## config.mk

```make
export PLATFORM = sky130hd
export DESIGN_NAME = act_row_packer
export DESIGN_NICKNAME = d
export VERILOG_FILES = /design/src/rtl/act_row_packer_pkg.sv /design/src/rtl/act_row_packer_popcount.sv /design/src/rtl/act_row_packer.sv
export SDC_FILE = /design/constraint.sdc
export NUM_CORES = 1
export LEC_CHECK = 0
export ABC_AREA = 1
export CORE_ASPECT_RATIO = 0.75
export CORE_UTILIZATION = 51
export CTS_CLUSTER_DIAMETER = 100
export CTS_CLUSTER_SIZE = 14
export DETAILED_ROUTE_END_ITERATION = 12
export PLACE_DENSITY = 0.82
export RECOVER_POWER = 100
export SLEW_MARGIN = 20
export SYNTH_ARGS = -nofsm -noshare
export SYNTH_HDL_FRONTEND = slang
export SYNTH_SLANG_ARGS = --single-unit
```

## constraint.sdc

```tcl
create_clock -name clk -period 15.6 [get_ports clk]
set_clock_uncertainty 0.15 [all_clocks]
set_input_delay 2.34 -clock clk [delete_from_list [all_inputs] [get_ports clk]]
set_output_delay 2.34 -clock clk [all_outputs]
set_load 0.03 [all_outputs]
```

## src/rtl/act_row_packer_pkg.sv

```systemverilog
// Shared widths for the activation row packer and its helpers.
package act_row_packer_pkg;

    localparam int ACT_DATA_WIDTH = 8;
    localparam int ACT_IF_WIDTH   = 16;
    localparam int ACT_CNT_WIDTH  = 16;
    localparam int ACT_LANE_SLICE = ACT_DATA_WIDTH;
    localparam int ACT_ROW_WIDTH  = ACT_DATA_WIDTH * ACT_IF_WIDTH;

    // Width able to hold a nonzero count of 0..lanes inclusive.
    function automatic int act_nz_width(input int lanes);
        return $clog2(lanes) + 1;
    endfunction

    function automatic int act_lane_idx_width(input int lanes);
        return (lanes > 1) ? $clog2(lanes) : 1;
    endfunction

endpackage

```

## src/rtl/act_row_packer_popcount.sv

```systemverilog
// Combinational count of the set bits in a row's nonzero-lane flags.
module act_popcount
    import act_row_packer_pkg::*;
#(
    parameter int  IF_WIDTH = ACT_IF_WIDTH,
    localparam int NZ_WIDTH = act_nz_width(IF_WIDTH)
)(
    input  logic [IF_WIDTH-1:0] flags,
    output logic [NZ_WIDTH-1:0] count
);

    always_comb begin
        count = '0;
        for (int i = 0; i < IF_WIDTH; i++) begin
            count = count + NZ_WIDTH'(flags[i]);
        end
    end

endmodule

```

## src/rtl/act_row_packer.sv

```systemverilog
// Packs a stream of signed activation bytes into IF_WIDTH-lane rows with
// per-lane nonzero flags, holding one completed row while the writer is blocked.
module act_row_packer
    import act_row_packer_pkg::*;
#(
    parameter int  DATA_WIDTH = ACT_DATA_WIDTH,
    parameter int  IF_WIDTH   = ACT_IF_WIDTH,
    parameter int  CNT_WIDTH  = ACT_CNT_WIDTH,
    localparam int NZ_WIDTH   = act_nz_width(IF_WIDTH),
    localparam int LANE_WIDTH = act_lane_idx_width(IF_WIDTH),
    localparam int ROW_WIDTH  = DATA_WIDTH * IF_WIDTH
)(
    input  logic                  clk,
    input  logic                  reset,
    input  logic                  clear,
    input  logic                  relu_en,
    input  logic                  in_valid,
    output logic                  in_ready,
    input  logic [DATA_WIDTH-1:0] in_data,
    input  logic                  in_last,
    input  logic                  en,
    output logic                  wr_req_act_flag,
    output logic [IF_WIDTH-1:0]   wr_data_act_flag,
    output logic                  wr_req_act,
    output logic [ROW_WIDTH-1:0]  wr_data_act,
    output logic [NZ_WIDTH-1:0]   row_nz_cnt,
    output logic [CNT_WIDTH-1:0]  row_cnt,
    output logic                  frame_done
);

    logic [LANE_WIDTH-1:0] lane_cnt_reg;
    logic                  pending_reg;
    logic                  pend_last_reg;
    logic [DATA_WIDTH-1:0] lane_buf [IF_WIDTH];
    logic [ROW_WIDTH-1:0]  pend_data_reg;
    logic [IF_WIDTH-1:0]   pend_flag_reg;

    logic                  wr_req_reg;
    logic                  frame_done_reg;
    logic [ROW_WIDTH-1:0]  wr_data_reg;
    logic [IF_WIDTH-1:0]   wr_flag_reg;
    logic [NZ_WIDTH-1:0]   nz_reg;
    logic [CNT_WIDTH-1:0]  row_cnt_reg;

    logic                  accept;
    logic                  row_done;
    logic                  issue;
    logic [DATA_WIDTH-1:0] in_stored;
    logic [ROW_WIDTH-1:0]  row_data;
    logic [IF_WIDTH-1:0]   row_flag;
    logic [ROW_WIDTH-1:0]  src_data;
    logic [IF_WIDTH-1:0]   src_flag;
    logic                  src_last;
    logic [NZ_WIDTH-1:0]   src_nz;

    assign in_ready  = reset && !pending_reg && !clear;
    assign accept    = in_valid && in_ready;
    assign in_stored = (relu_en && in_data[DATA_WIDTH-1]) ? '0 : in_data;
    assign row_done  = accept && (in_last || (lane_cnt_reg == LANE_WIDTH'(IF_WIDTH - 1)));
    // A pending row can only exist while nothing is accepted, so the two sources never collide.
    assign issue     = !clear && en && (pending_reg || row_done);

    // Completed row as seen this cycle: buffered lanes, the incoming byte, zeros beyond it.
    genvar gi;
    generate
        for (gi = 0; gi < IF_WIDTH; gi++) begin : g_lane
            logic [DATA_WIDTH-1:0] lane_val;
            always_comb begin
                if (LANE_WIDTH'(gi) < lane_cnt_reg)
                    lane_val = lane_buf[gi];
                else if (LANE_WIDTH'(gi) == lane_cnt_reg)
                    lane_val = in_stored;
                else
                    lane_val = '0;
            end
            assign row_data[DATA_WIDTH*gi +: DATA_WIDTH] = lane_val;
            assign row_flag[gi] = |lane_val;
        end
    endgenerate

    assign src_data = pending_reg ? pend_data_reg : row_data;
    assign src_flag = pending_reg ? pend_flag_reg : row_flag;
    assign src_last = pending_reg ? pend_last_reg : in_last;

    act_popcount #(
        .IF_WIDTH (IF_WIDTH)
    ) u_popcount (
        .flags (src_flag),
        .count (src_nz)
    );

    // Row storage needs no reset: validity is tracked by lane_cnt_reg and pending_reg.
    always_ff @(posedge clk) begin
        if (accept) begin
            lane_buf[lane_cnt_reg] <= in_stored;
        end
        if (row_done && !en) begin
            pend_data_reg <= row_data;
            pend_flag_reg <= row_flag;
            pend_last_reg <= in_last;
        end
    end

    always_ff @(posedge clk or negedge reset) begin
        if (!reset) begin
            lane_cnt_reg   <= '0;
            pending_reg    <= 1'b0;
            wr_req_reg     <= 1'b0;
            frame_done_reg <= 1'b0;
            wr_data_reg    <= '0;
            wr_flag_reg    <= '0;
            nz_reg         <= '0;
            row_cnt_reg    <= '0;
        end else if (clear) begin
            lane_cnt_reg   <= '0;
            pending_reg    <= 1'b0;
            wr_req_reg     <= 1'b0;
            frame_done_reg <= 1'b0;
            row_cnt_reg    <= '0;
        end else begin
            wr_req_reg     <= issue;
            frame_done_reg <= issue && src_last;

            if (accept) begin
                lane_cnt_reg <= row_done ? '0 : lane_cnt_reg + LANE_WIDTH'(1);
            end

            if (row_done && !en) begin
                pending_reg <= 1'b1;
            end else if (pending_reg && en) begin
                pending_reg <= 1'b0;
            end

            // A write right after a frame end is the first row of the next frame.
            if (issue) begin
                wr_data_reg <= src_data;
                wr_flag_reg <= src_flag;
                nz_reg      <= src_nz;
                row_cnt_reg <= frame_done_reg ? CNT_WIDTH'(1) : row_cnt_reg + CNT_WIDTH'(1);
            end else if (frame_done_reg) begin
                row_cnt_reg <= '0;
            end
        end
    end

    assign wr_req_act       = wr_req_reg;
    assign wr_req_act_flag  = wr_req_reg;
    assign wr_data_act      = wr_data_reg;
    assign wr_data_act_flag = wr_flag_reg;
    assign row_nz_cnt       = nz_reg;
    assign row_cnt          = row_cnt_reg;
    assign frame_done       = frame_done_reg;

endmodule

```

==> impl_metrics.ini <==
[critical_path]
worst-endpoint-required_ns = 15.47
crit_start = reset
setup.worst_path.end_class = flop
crit_chain = clkbuf_1 > nand4_1 > inv_1 > o21ai_0 > nor2_4 > clkbuf_1
regToRegEndpoint = wr_data_act[82]
cp.arrival_ns = 9.52
r2r_slack_ns = 7.88
max_stage_delay_ns = 3.29
startpoint_type = input port
cp.depth = 6
reg2reg_depth = 11
worst-setup-path-type = in2reg
crit_path_frequent_cell = clkbuf_1
critical-path-top-delay-family = buffers and inverters
critical_path_buf_inv_count = 3
reg2reg_from = pending_reg
cp-endpoint = pend_data_reg[116]
path_max_fanout = 83
crit_slowest_cell = clkbuf_1

[clock_network]
tritoncts = done
clock-root-buffer = clkbuf_16
hold_buffers = 0
cts_htree_levels = 2
clk-insertion-delay-late_ns = 0.54
ctsResizeCount = 0
path_clk_slew_ns = 0.07
cts_setup_buffers = 0
cts_buffers = 37
clkSinkCount = 437
clk_path_buf_depth = 3

[logic_synthesis]
yosysMostFrequentCell = nand2_1
syn_inst = 1904
synth_edf_count = 265
ys_top_cells_by_count = 451 x nand2_1, 265 x edfxtp_1, 259 x nor2_1
yosysTopAreaCell = edfxtp_1
ys_ff_latch = 437
synth_adder_area_share_pct = 1.688
muxShareOfSynthArea_pct = 0
synthXorXnorAreaFrac_pct = 0.3637
synth-async-reset-ratio_pct = 39.36
synth_cell_types = 44
synthDominantCellAreaShare_pct = 41.30
synth_warnings = 0
avgSynthCellArea_um2 = 10.12
synth_nets = 1939
syn_area_um2 = 19270
synth_flop_cell = edfxtp_1
ys_seq_area_share_pct = 63.64
synth-compound-area-share_pct = 10.16
synth_top_family_by_area = simple AND/OR/NAND/NOR gates
ys_top_cells_by_area = edfxtp_1 41%, dfrtp_1 22%, nand2_1 8.8%
synthSimpleGateAreaFrac_pct = 18.59

[sta]
tns_ns = 0
tightest_slew_ns = 4.719
min_period_over_period_pct = 61.87
rsz0062_at_grt = false
report.final.slew_viol_count = 540
fin_hold_ws_ns = 0.3236
hold_viol = 0
min_period_ns = 9.651
setup-violations-final = 0
clock.fmax_ghz = 0.1036
slew_headroom_pct = -214.6

[final_layout]
fin_nets = 2096
drive_above_1_share_pct = 4.981
diodes = 0
instances_no_fill = 2592
syn2layout_area_growth_pct = 16.05

[worst_hold_path]
hold_path_class = reg2reg

[pwr]
leakagePower_nw = 10.27
p_total_mw = 2.398
p_per_area_nw_per_um2 = 107.3
irDropWorstVdd_mv = 0.05756

[placed_design]
port_buffers = 183
gp_congestion = 0.9697
place_inst = 2526
dp_hpwl_mm = 33.85

[detailed_routing]
wire_per_inst_um = 19.14
route.antenna.remaining_nets = 0
drtIter0Drc = 1690
drc = 0
drt-total-wl_mm = 49.60
route.detailed.vias_per_inst = 5.575
drt_first_pass_iters = 5
vias = 14450

[flow_run]
maxCapViolations = 9

[global_routing]
grt_pass1_vias = 13640
antenna_found_initial = 0
grt_usage_pct = 25.98
grt_overflow = 0
grt_pass1_wl_mm = 76.67
grt_max_degree = 115

[floorplanning]
ios = 184
die_area_um2 = 38570
die_height_um = 170.3
num_rows = 61
start_util_pct = 51.84
die_w_um = 226.4
core_area_um2 = 37170

[status]
violations = max-capacitance violations, max-slew violations
status = finished, violations left
==> worst min path at each step <==
stage | start | endpoint | slack [ns] | cells after the start
global route | wr_data_act[112] | wr_data_act[112] | 0.36 | 2
global placement | row_nz_cnt[0] | row_nz_cnt[0] | 0.31 | 2
detailed placement | wr_data_act_flag[8] | wr_data_act_flag[8] | 0.32 | 2
CTS | wr_data_act_flag[8] | wr_data_act_flag[8] | 0.33 | 2
finish | wr_data_act_flag[8] | wr_data_act_flag[8] | 0.32 | 2
floorplan | pend_data_reg[12] | wr_data_act[12] | 0.34 | 2
==> metal layers <==
layer	vias up	GRT usage [%]	share of wire, %
met5	-	0	0
met4	0	8.079	2.9
met3	86	5.490	10
met2	709	39.81	45
met1	7019	37.19	42
li1	6637	-	-
==> kinds of logic (layout without fill, tap and decap cells) <==
logic type,Yosys count,count (layout)
compound gates,326,326
xor+xnor,8,8
fa+ha+maj,20,20
buf+inv,252,436
flops,437,437
simple gates,861,861
==> report_power, final <==
group	internal, mW	total [mW]	leakage [nW]	switching (mW)
logic	0.0762	0.243	4.99	0.167
clock network	0.460	0.868	0.513	0.409
registers	1.26	1.29	4.76	0.0218
==> per-stage QoR <==
step | util (%) | instance area [um^2] | setup WS (ns)
floorplan | - | 19270 | 5.961
global placement | 57.68 | 21440 | 7.459
detailed placement | 57.68 | 21440 | 7.268
CTS | 60.59 | 22520 | 7.759
global route | 60.15 | 22360 | 4.954
finish | 60.15 | 22360 | 5.949
==> cells in the final DEF (no fill, tap or decap), drive strengths merged, types with 3 or more instances in the layout <==
cell           synthesis  layout
nand2                464     464
edfxtp               265     265
nor2                 265     265
o21ai                210     210
dfrtp                172     172
dlygate4sd3            0     171
inv                  165     166
clkbuf                36      78
nand3                 74      74
o31ai                 62      62
a21oi                 43      43
nor3                  16      16
or2                   16      16
and2                  15      15
clkdlybuf4s50          0      11
fa                    10      10
ha                    10      10
nand4                  8       8
xor2                   6       6
clkinv                 5       6
a22oi                  4       4
buf                   46       4
a21boi                 3       3
==> layout make-up <==
type                            count  area, um^2
Inverter                          170       643.1
Clock inverter                      2       32.53
Timing Repair Buffer              200        1904
Multi-Input combinational cell   1215        5836
Clock buffer                       64        1049
Sequential cell                   437       12260
Tap cell                          504       630.6
Fill cell                        3015       14810
==> worst reg2reg max path: stages, from the launching register on <==
cell	delay, ns
dfrtp_2	0.34
buf_4	0.56
inv_6	0.41
buf_4	0.44
nand4_1	0.72
inv_1	0.13
o21ai_0	0.27
nand2_2	0.09
nand3_1	1.48
clkbuf_1	1.66
buf_4	1.00
o21ai_0	0.29
Power figures use the tool's default switching activity.
